**config.mk**
```make
export PLATFORM = sky130hd
export DESIGN_NAME = serial_subtractor
export DESIGN_NICKNAME = d
export VERILOG_FILES = /design/src/rtl/serial_subtractor.sv
export SDC_FILE = /design/constraint.sdc
export NUM_CORES = 1
export LEC_CHECK = 0
export BUFFER_PORTS_ARGS = -buffer_cell sky130_fd_sc_hd__buf_2
export CAP_MARGIN = 10
export CORE_ASPECT_RATIO = 0.5
export CORE_MARGIN = 4
export CORE_UTILIZATION = 30
export CTS_CLUSTER_DIAMETER = 40
export DETAILED_ROUTE_END_ITERATION = 12
export GPL_ROUTABILITY_DRIVEN = 0
export PLACE_DENSITY = 0.59
export SYNTH_ARGS = -nofsm -noshare
export SYNTH_HDL_FRONTEND = slang
export SYNTH_SLANG_ARGS = --single-unit
```
**constraint.sdc**
```tcl
create_clock -name clk -period 2.6 [get_ports clk]
set_clock_uncertainty 0.05 [all_clocks]
set_input_delay 0.26 -clock clk [delete_from_list [all_inputs] [get_ports clk]]
set_output_delay 0.26 -clock clk [all_outputs]
set_load 0.005 [all_outputs]
```
**src/rtl/serial_subtractor.sv**
```systemverilog
// Bit-serial, LSB-first subtractor computing a - b with one full-subtractor cell and a borrow flop.
// Result, unsigned borrow and signed overflow are registered on entry to DONE and held until the next DONE.
module serial_subtractor #(
    parameter int WIDTH = 4
) (
    input  logic             clk,
    input  logic             reset,
    input  logic             start,
    input  logic [WIDTH-1:0] a,
    input  logic [WIDTH-1:0] b,
    output logic             busy,
    output logic             done,
    output logic [WIDTH-1:0] diff,
    output logic             borrow_out,
    output logic             overflow
);

    localparam int CW = (WIDTH <= 2) ? 1 : $clog2(WIDTH);

    typedef enum logic [1:0] {
        IDLE  = 2'd0,
        SHIFT = 2'd1,
        DONE  = 2'd2
    } state_t;

    state_t           state_q, state_d;
    logic [WIDTH-1:0] aShift_q, aShift_d;
    logic [WIDTH-1:0] bShift_q, bShift_d;
    logic [WIDTH-1:0] result_q, result_d;
    logic [WIDTH-1:0] diff_q, diff_d;
    logic             borrow_q, borrow_d;
    logic             borrowOut_q, borrowOut_d;
    logic             overflow_q, overflow_d;
    logic [CW-1:0]    count_q, count_d;
    logic             diffBit;
    logic             borrowNext;

    always_ff @(posedge clk or posedge reset) begin
        if (reset) begin
            state_q     <= IDLE;
            aShift_q    <= '0;
            bShift_q    <= '0;
            result_q    <= '0;
            diff_q      <= '0;
            borrow_q    <= 1'b0;
            borrowOut_q <= 1'b0;
            overflow_q  <= 1'b0;
            count_q     <= '0;
        end else begin
            state_q     <= state_d;
            aShift_q    <= aShift_d;
            bShift_q    <= bShift_d;
            result_q    <= result_d;
            diff_q      <= diff_d;
            borrow_q    <= borrow_d;
            borrowOut_q <= borrowOut_d;
            overflow_q  <= overflow_d;
            count_q     <= count_d;
        end
    end

    // Overflow is the borrow into the MSB cell XOR the borrow out of it.
    always_comb begin
        diffBit     = aShift_q[0] ^ bShift_q[0] ^ borrow_q;
        borrowNext  = (~aShift_q[0] & bShift_q[0]) | (~(aShift_q[0] ^ bShift_q[0]) & borrow_q);
        state_d     = state_q;
        aShift_d    = aShift_q;
        bShift_d    = bShift_q;
        result_d    = result_q;
        diff_d      = diff_q;
        borrow_d    = borrow_q;
        borrowOut_d = borrowOut_q;
        overflow_d  = overflow_q;
        count_d     = count_q;

        case (state_q)
            IDLE: begin
                if (start) begin
                    aShift_d = a;
                    bShift_d = b;
                    borrow_d = 1'b0;
                    count_d  = '0;
                    state_d  = SHIFT;
                end
            end
            SHIFT: begin
                aShift_d = aShift_q >> 1;
                bShift_d = bShift_q >> 1;
                result_d = {diffBit, result_q[WIDTH-1:1]};
                borrow_d = borrowNext;
                count_d  = count_q + CW'(1);
                if (count_q == CW'(WIDTH - 1)) begin
                    diff_d      = {diffBit, result_q[WIDTH-1:1]};
                    borrowOut_d = borrowNext;
                    overflow_d  = borrow_q ^ borrowNext;
                    state_d     = DONE;
                end
            end
            DONE: begin
                state_d = IDLE;
            end
            default: begin
                state_d = IDLE;
            end
        endcase
    end

    assign busy       = (state_q == SHIFT);
    assign done       = (state_q == DONE);
    assign diff       = diff_q;
    assign borrow_out = borrowOut_q;
    assign overflow   = overflow_q;

endmodule

```
Word level (Yosys, flattened, before mapping) --
Cells that the tools add are included.
Word-level totals: bits in registers 23, input port bits 11, output and inout port bits 8, word-level logic and storage cells 39
Operators by class: $add $sub $neg 1, eq/ne operators 5, multiplexer cells 11, bitwise operators 8, reductions and logical operators 5
Operators with widths (number):
- $pmux 4 s2 | 2
- $mux 4 | 2
- $pmux 2 s2 | 2
- $mux 2 | 3
- $reduce_and 2->1 | 3
- $eq 2x2->1 const B | 2
- $xor 1x1->1 | 3
- $add 2x1->2 const B | 1
- $and 1x1->1 | 2
- $eq 2x1->1 const B | 1
- $logic_not 2->1 | 1
- $ne 2x1->1 const B | 1
- $ne 2x2->1 const B | 1
- $not 1->1 | 2
- $pmux 1 s2 | 1
- $reduce_bool 2->1 | 1
- $mux 1 | 1
- $or 1x1->1 | 1

Depth between registers and ports, before layout --
Gate-level depths: netlist of run 1.
depth after elaboration 5, depth in mapped cells 5, mapped depth without buffers 4

Worst setup path after synthesis of run 1 --
No wires, ideal clock.
path type register to register, from reg aShift_q[0], to reg diff_q[3], in the netlist diff[3], setup time 0.125 ns, arrival 1.123 ns, required time 2.425 ns, path slack 1.302 ns, stages on the path, launching flop included 3, path buffers 0, period minus slack after synthesis 1.298 ns, cells stage by stage dfrtp_1 > fa_1 > mux2_2
Between the ends: longest elaborated chain between the ends 2
Ends and longest elaborated chain:
- from (decl) | line 27 | logic [WIDTH-1:0] aShift_q, aShift_d;
- from (signal assigned) | line 51 | aShift_q <= aShift_d;
- $xor 1x1->1 (2 in series) | line 64 | diffBit = aShift_q[0] ^ bShift_q[0] ^ borrow_q;
- net diffBit | line 35 | logic diffBit;
- to (signal assigned) | line 54 | diff_q <= diff_d;
- to (decl) | line 30 | logic [WIDTH-1:0] diff_q, diff_d;
The timed path passes the listed nets, and every way through them passes these cells. A chain may end at the register's enable or synchronous reset.

Worst setup path in the final report of run 1 --
from reg state_q[0], to out busy
Between the ends: longest elaborated chain between the ends 1
Ends and longest elaborated chain:
- from (decl) | line 26 | state_t state_q, state_d;
- from (signal assigned) | line 50 | state_q <= state_d;
- $eq 2x1->1 | line 108 | assign busy = (state_q == SHIFT);
- to (decl) | line 11 | output logic busy,
Every way passes these cells.

==> out/results.tsv, run 1 <==
metric	value	unit
combinationalPowerShare	38.4	%
wl_per_cell	12.7	um
synth_cell_type_count	22	
cts_made_buffers	3	
worstSetupStartpoint	state_q[0]	
r2r_cells	2	
layout_min_cycle_time	1.52	ns
grtUsageMet1	10.6	%
synth_nets	95	
final_cell_mix	22 x dfrtp_1, 18 x buf_2, 12 x o22ai_1	
critPathRequiredTime	2.29	ns
multi_input_area	367	um2
clock_latency	0.26	ns
design.die.area	4270	um2
whs	0.0971	ns
vias_per_cell	4.77	
worstReg2RegEnd	diff[3]	
clk_pin_slew	0.07	ns
via_count	673	
power	1.42	mW
power_density	1250	nW/um2
finalSetupTns	0	ns
ir_worst_vdd	0.315	mV
hpwl	1340	um
nFillCells	317	
drcViolationCount	0	
cts-root-buf	clkbuf_8	
met3_usage	3.71	%
seqPwrFrac	44.7	%
clock_sinks	22	
port_buffers	18	
crit_family	flip-flops	
grt_max_degree	23	
swShare	34.5	%
max_stage_delay	0.57	ns
rsz0062_at_grt	false	
fin_nets	115	
critPathMaxFanout	12	
setup_violations	0	
use_met2	18.3	%
cts_setup_buffers	0	
ios	19	
drt-initial-drc-count	13	
cp-start-kind	flip-flop	
switchingPower	0.489	mW
r2r_setup_slack	1.25	ns
end_kind	primary output	
cts_resized	0	
dpl.cell_count	137	
r2r_start	aShift_q[0]	
antenna_found_initial	0	
drt_pass1_iterations	4	
fmax	659	MHz
drive_above_1_share	31.7	%
top_usage_layer	met2	
grt_pass1_vias	695	
ff_latch_area	551	um2
p_leak	0.542	nW
p_int	0.929	mW
critPathBufInv	2	
num_antenna_cells	0	
slowest_stage	dfrtp_1	
ctsHtreeMaxLevel	1	
ys_ff_latch	22	
instances_no_fill	141	
drv_slew	0	
tritoncts	done	
hold_buffers	0	
grt_usage	9.66	%
coreArea	3050	um2
initial_utilization	31.9	%
clockPowerShare	16.9	%
worstPathCellList	nand2b_4 -> inv_2 -> buf_2	
synth_warnings	0	
crit_type	reg2out	
hold_violations	0	
mostFrequentLayoutCell	dfrtp_1	
synth_area_per_cell	11.8	um2
grt_pass1_wl	3080	um
die_x	88.5	um
fin_crit_sh	58.4	%
yosysSeqAreaShare	56.7	%
final_util	37.4	%
antenna_left	0	
drt_wl_total	1790	um
synth_cells	82	
cts_buffer_depth	2	
area_growth	17.3	%
slew_headroom	45.5	%
worst_pin_slew	0.817	ns
hold_path.class	in2async	
grt-ovfl-total	0	
outcome	completed	
crit_arrival	1.21	ns
drv_cap	0	
netlist_area	971	um2
num_rows	14	
die_y	48.2	um
cells in the mapped netlist (all sizes together):
cell type	count	area (um2)
dfrtp	22	551
o22ai	12	75.1
o21ai	9	45.0
a21oi	7	35.0
inv	7	26.3
mux2	7	82.6
nand2	4	15.0
buf	3	27.5
nand2b	2	20.0
nor2	2	7.51
a22o	1	8.76
and2b	1	7.51
fa	1	20.0
ha	1	12.5
nand3b	1	20.0
o2bb2ai	1	8.76
xor2	1	8.76
power groups by stage:
stage               combinational (mW)  clock, mW  sequential [mW]
CTS                              0.559      0.251            0.634
detailed placement               0.560          0            0.641
global placement                 0.542          0            0.639
floorplan                        0.465          0            0.602
global route                     0.629      0.266            0.659
finish                           0.544      0.240            0.633
area by class of cell:
class | count | share of cell area (%)
clock buffer | 4 | 4.84
timing repair buffer | 18 | 7.91
tap | 40 | 4.40
inverter | 7 | 2.31
sequential | 22 | 48.4
multi-input combinational | 50 | 32.2
registers in the layout, summed over array words and instances, names as in the netlist:
register	flops
aShift_q	4
bShift_q	4
borrow_out	1
borrow_q	1
count_q	2
diff	4
overflow	1
result_q	3
state_q	2
how the worst max path moves through the flow:
stage                  end  slack (ns)  depth (start not counted)
2_1_floorplan      diff[3]        1.30                          2
3_3_place_gp   result_q[3]        1.29                          3
3_5_place_dp       diff[3]        1.25                          2
4_1_cts               busy        1.07                          3
5_1_grt               busy        0.99                          3
6_report              busy        1.08                          3
per-layer routing:
layer  wire length [um]  vias up  part of all wire [%]
met4                 17        0                  0.95
li1                   -      335                     -
met2                904       13                    50
met1                778      323                    43
met5                  0        -                     0
met3                 90        2                   5.0
metrics by stage:
stage                     instance area, um2  worst slack (ns)
final                                   1140              1.08
after global routing                    1140             0.992
after CTS                               1140              1.07
after detailed placement                1080              1.25
after global placement                  1080              1.29
after floorplan                          971              1.30
kinds of logic (layout without fill, tap and decap cells):
group           after synthesis  after routing  synth area share, %
flops                        22             22                 56.7
simple gates                 10             10                 7.22
fa+ha+maj                     2              2                 3.35
buf+inv                      10             29                 5.54
xor+xnor                      1              1                0.902
compound gates               30             30                 17.8
mux                           7              7                 8.50
Note: power is estimated with default switching activity, not from simulation.
==> run 2, diff against run 1 <==
==> constraint.sdc (replaced) <==
create_clock -name clk -period 1.5 [get_ports clk]
set_clock_uncertainty 0.05 [all_clocks]
set_input_delay 0.15 -clock clk [delete_from_list [all_inputs] [get_ports clk]]
set_output_delay 0.15 -clock clk [all_outputs]
set_load 0.005 [all_outputs]
==> run 2 against run 1 <==
Final cell count up 2.1%; setup slack got worse by 0.99 ns; global-route usage barely moved; non-clock buffer count increased by 3; clock-buffer cell count stayed put; cell area increased by 2.2%; sequential share of layout area decreased by 1.0 points; first-iteration DRC count increased by 130%; worst hold slack worse by 0.015 ns; critical path type unchanged.
==> out/results.tsv, run 2 (synthesis results as in run 1) <==
metric	value	unit
outcome	completed	
instances_no_fill	144	
r2r_start	aShift_q[0]	
fin_nets	118	
clk_pin_slew	0.08	ns
hold_violations	0	
ir_worst_vdd	0.529	mV
drive_above_1_share	32.7	%
power_density	2120	nW/um2
cts_made_buffers	3	
cts_setup_buffers	0	
r2r_setup_slack	0.16	ns
clock_sinks	22	
coreArea	3050	um2
dpl.cell_count	139	
final_util	38.2	%
clockPowerShare	16.7	%
drt_wl_total	1790	um
area_growth	19.8	%
cp-endpoint	busy	
dr_wl_met3	59	um
r2r_cells	2	
rsz0062_at_grt	false	
design.die.area	4270	um2
via_count	682	
worstPathCellList	nand2b_4 -> inv_2 -> buf_2	
ios	19	
antenna_found_initial	0	
cts_buffer_depth	2	
drv_cap	0	
whs	0.0819	ns
wl_per_cell	12.5	um
max_stage_delay	0.58	ns
hold_path.class	in2reg	
initial_utilization	31.9	%
drt_pass1_iterations	4	
worstReg2RegEnd	diff[3]	
grt_pass1_wl	3080	um
cts-root-buf	clkbuf_8	
worstSetupStartpoint	state_q[0]	
power	2.47	mW
fin_crit_sh	94.1	%
drcViolationCount	0	
swShare	34.2	%
grt_usage	9.68	%
hpwl	1270	um
ctsHtreeMaxLevel	1	
critPathRequiredTime	1.30	ns
worstHoldStart	b[3]	
clock_latency	0.26	ns
worst_pin_slew	0.385	ns
drt-initial-drc-count	30	
combinationalPowerShare	38.7	%
routed-wl-met2	873	um
p_leak	0.555	nW
fmax	708	MHz
grt_max_degree	23	
num_rows	14	
end_kind	primary output	
seqPwrFrac	44.6	%
grt_pass1_vias	717	
drt-met1-wl	841	um
antenna_left	0	
crit_type	reg2out	
drv_slew	0	
die_y	48.2	um
tritoncts	done	
slowest_stage	dfrtp_1	
mostFrequentLayoutCell	dfrtp_1	
die_x	88.5	um
layout_min_cycle_time	1.41	ns
switchingPower	0.844	mW
routed.top_layer	met4	
final_cell_mix	22 x dfrtp_1, 18 x buf_2, 12 x o22ai_1	
grt-ovfl-total	0	
critPathMaxFanout	12	
slew_headroom	74.3	%
crit_arrival	1.21	ns
port_buffers	18	
num_antenna_cells	0	
finalSetupTns	0	ns
p_int	1.62	mW
vias_per_cell	4.74	
cp-start-kind	flip-flop	
setup_violations	0	
## run 2: worst max-delay path: cells and delay by family (launching register included)
kind	cells	cell delay [ns]
DFF	1	0.58
and+or+nand+nor	1	0.19
buffers and inverters	2	0.20
## run 2: per-stage QoR
| stage | cell area (um2) | setup WS [ns] |
|---|---|---|
| after floorplan | 971 | 0.202 |
| after detailed placement | 1100 | 0.170 |
| after CTS | 1160 | 0.0801 |
| after global placement | 1100 | 0.186 |
| final | 1160 | 0.0882 |
| after global routing | 1160 | 0.0206 |
## run 2: final cells by class
class | count | area [um2]
multi-input cells | 50 | 367
fillers | 319 | 1880
repair buffers | 21 | 115
inverters | 7 | 26.3
flip-flops and latches | 22 | 551
clock buffers | 4 | 55.1
well taps | 40 | 50.0
## run 2: timing repair
action	CTS	global route
gates resized for setup	0	0
endpoints found under the hold margin	22	0
hold buffers	1	0
setup endpoints to repair	0	0
## run 2: power by group through the flow
stage               Clock, mW  Combinational [mW]  Sequential, mW
finish                  0.412               0.956            1.10
CTS                     0.428               0.981            1.10
global route            0.459                1.11            1.15
floorplan                   0               0.806            1.04
global placement            0               0.957            1.11
detailed placement          0               0.979            1.11
## run 2: how the worst min path moves through the flow
stage | end | depth (start not counted)
4_1_cts | aShift_q[3] | 3
5_1_grt | bShift_q[3] | 3
2_1_floorplan | aShift_q[0] | 1
3_5_place_dp | state_q[0] | 3
3_3_place_gp | state_q[1] | 3
6_report | bShift_q[3] | 3
## run 2: per-layer routing
layer	track usage (%)	up-vias
met5	0	-
met4	3.92	0
met3	3.88	2
met2	16.9	7
met1	11.1	336
li1	-	337
==> run 3, diff against run 2 <==
--- a/config.mk
+++ b/config.mk
@@ -14,6 +14,7 @@
 export DETAILED_ROUTE_END_ITERATION = 12
 export GPL_ROUTABILITY_DRIVEN = 0
 export PLACE_DENSITY = 0.59
+export RECOVER_POWER = 100
 export SYNTH_ARGS = -nofsm -noshare
 export SYNTH_HDL_FRONTEND = slang
 export SYNTH_SLANG_ARGS = --single-unit
==> run 3 against run 2 <==
Sequential cell count unchanged; wire length is 0.56% lower; worst hold slack is essentially flat; non-clock buffer count unchanged; clock-buffer cell count unchanged; first-iteration DRC count fell by 10%; via count down 0.73%; cell area shrank 1.3%; critical path type unchanged; largest cell class unchanged; largest power group unchanged; highest routed layer unchanged.
==> out/results.tsv, run 3 (synthesis results as in run 1) <==
metric	value	unit
outcome	completed	
rsz0062_at_grt	false	
tritoncts	done	
hold_path.class	in2reg	
drive_above_1_share	26.9	%
cts_made_buffers	3	
mostFrequentLayoutCell	dfrtp_1	
vias_per_cell	4.70	
cts_buffer_depth	2	
ios	19	
end_kind	primary output	
drt-initial-drc-count	27	
hpwl	1270	um
clk_pin_slew	0.08	ns
dpl.cell_count	139	
crit_type	reg2out	
r2r_setup_slack	0.16	ns
setup_violations	0	
critPathRequiredTime	1.30	ns
instances_no_fill	144	
slew_headroom	63.5	%
grt_max_degree	23	
num_antenna_cells	0	
drcViolationCount	0	
antenna_left	0	
final_util	37.7	%
p_leak	0.534	nW
area_growth	18.3	%
clock_latency	0.26	ns
use_met2	16.9	%
wl_per_cell	12.4	um
design.die.area	4270	um2
crit_arrival	1.20	ns
clock_sinks	22	
initial_utilization	31.9	%
critPathMaxFanout	12	
antenna_found_initial	0	
finalInstanceArea	1150	um2
drv_slew	0	
fin_nets	118	
ctsHtreeMaxLevel	1	
port_buffers	18	
die_y	48.2	um
fmax	713	MHz
num_rows	14	
layout_min_cycle_time	1.40	ns
drt_wl_total	1780	um
finalSetupTns	0	ns
fin_crit_sh	93.5	%
top_usage_layer	met2	
grt_pass1_wl	3080	um
drt_pass1_iterations	4	
grt-ovfl-total	0	
grtUsageMet1	11.1	%
hold_violations	0	
worst_pin_slew	0.548	ns
cp-start-kind	flip-flop	
met3_usage	3.88	%
die_x	88.5	um
grt_usage	9.68	%
drv_cap	0	
nFillCells	324	
cts_setup_buffers	0	
coreArea	3050	um2
cts-root-buf	clkbuf_8	
grt_pass1_vias	717	
final_cell_mix	22 x dfrtp_1, 13 x buf_2, 12 x o22ai_1	
ir_worst_vdd	0.527	mV
placedInstanceArea	1100	um2
via_count	677	
power_density	2110	nW/um2
[run 3: cell types whose count changed in the layout (fill, tap and decap cells not counted), sizes merged]
cell,previous run,this run
buf,20,13
clkbuf,4,11
[run 3: worst paths after layout]
path	to	cells past startpoint	from
max	busy	3	state_q[0]
max in group asynchronous	diff[2]	4	reset
min	bShift_q[3]	3	b[3]
min in group asynchronous	count_q[0]	4	reset
min reg2reg	borrow_out	2	borrow_out
max reg2reg	diff[3]	2	aShift_q[0]
[run 3: metal layers]
layer	vias to the layer above	share of wire (%)
met1	332	47
met3	2	3.4
met5	-	0
met2	7	48
li1	336	-
met4	0	1.1
[run 3: worst max-delay path: stages, from the launching register on]
cell	delay, ns
dfrtp_1	0.57
nand2b_4	0.18
inv_2	0.08
buf_2	0.11
[run 3: stage by stage]
stage	power [mW]	worst slack, ns	hold slack [ns]
2_1_floorplan	1.85	0.202	0.0892
3_3_place_gp	2.06	0.186	0.149
3_5_place_dp	2.09	0.170	0.149
4_1_cts	2.51	0.0801	0.0875
5_1_grt	2.67	0.0287	0.0915
6_report	2.42	0.0982	0.0820
[run 3: repair_timing]
action,4_1_cts,5_1_grt
hold endpoints to repair,22,0
hold buffers,1,0
gates resized for setup,0,0
[run 3: layout make-up]
type	count	area, um2	area share (%)
sequential	22	551	47.9
tap	40	50.0	4.36
clock buffer	4	55.1	4.79
timing repair buffer	21	104	9.04
inverter	7	26.3	2.29
multi-input combinational	50	363	31.6
[run 3: where the power goes]
group	internal (mW)	switching, mW	leakage, nW	total (mW)
clock	0.234	0.179	0.0288	0.412
sequential	0.880	0.219	0.268	1.10
combinational	0.467	0.445	0.238	0.912
total	1.58	0.842	0.534	2.42
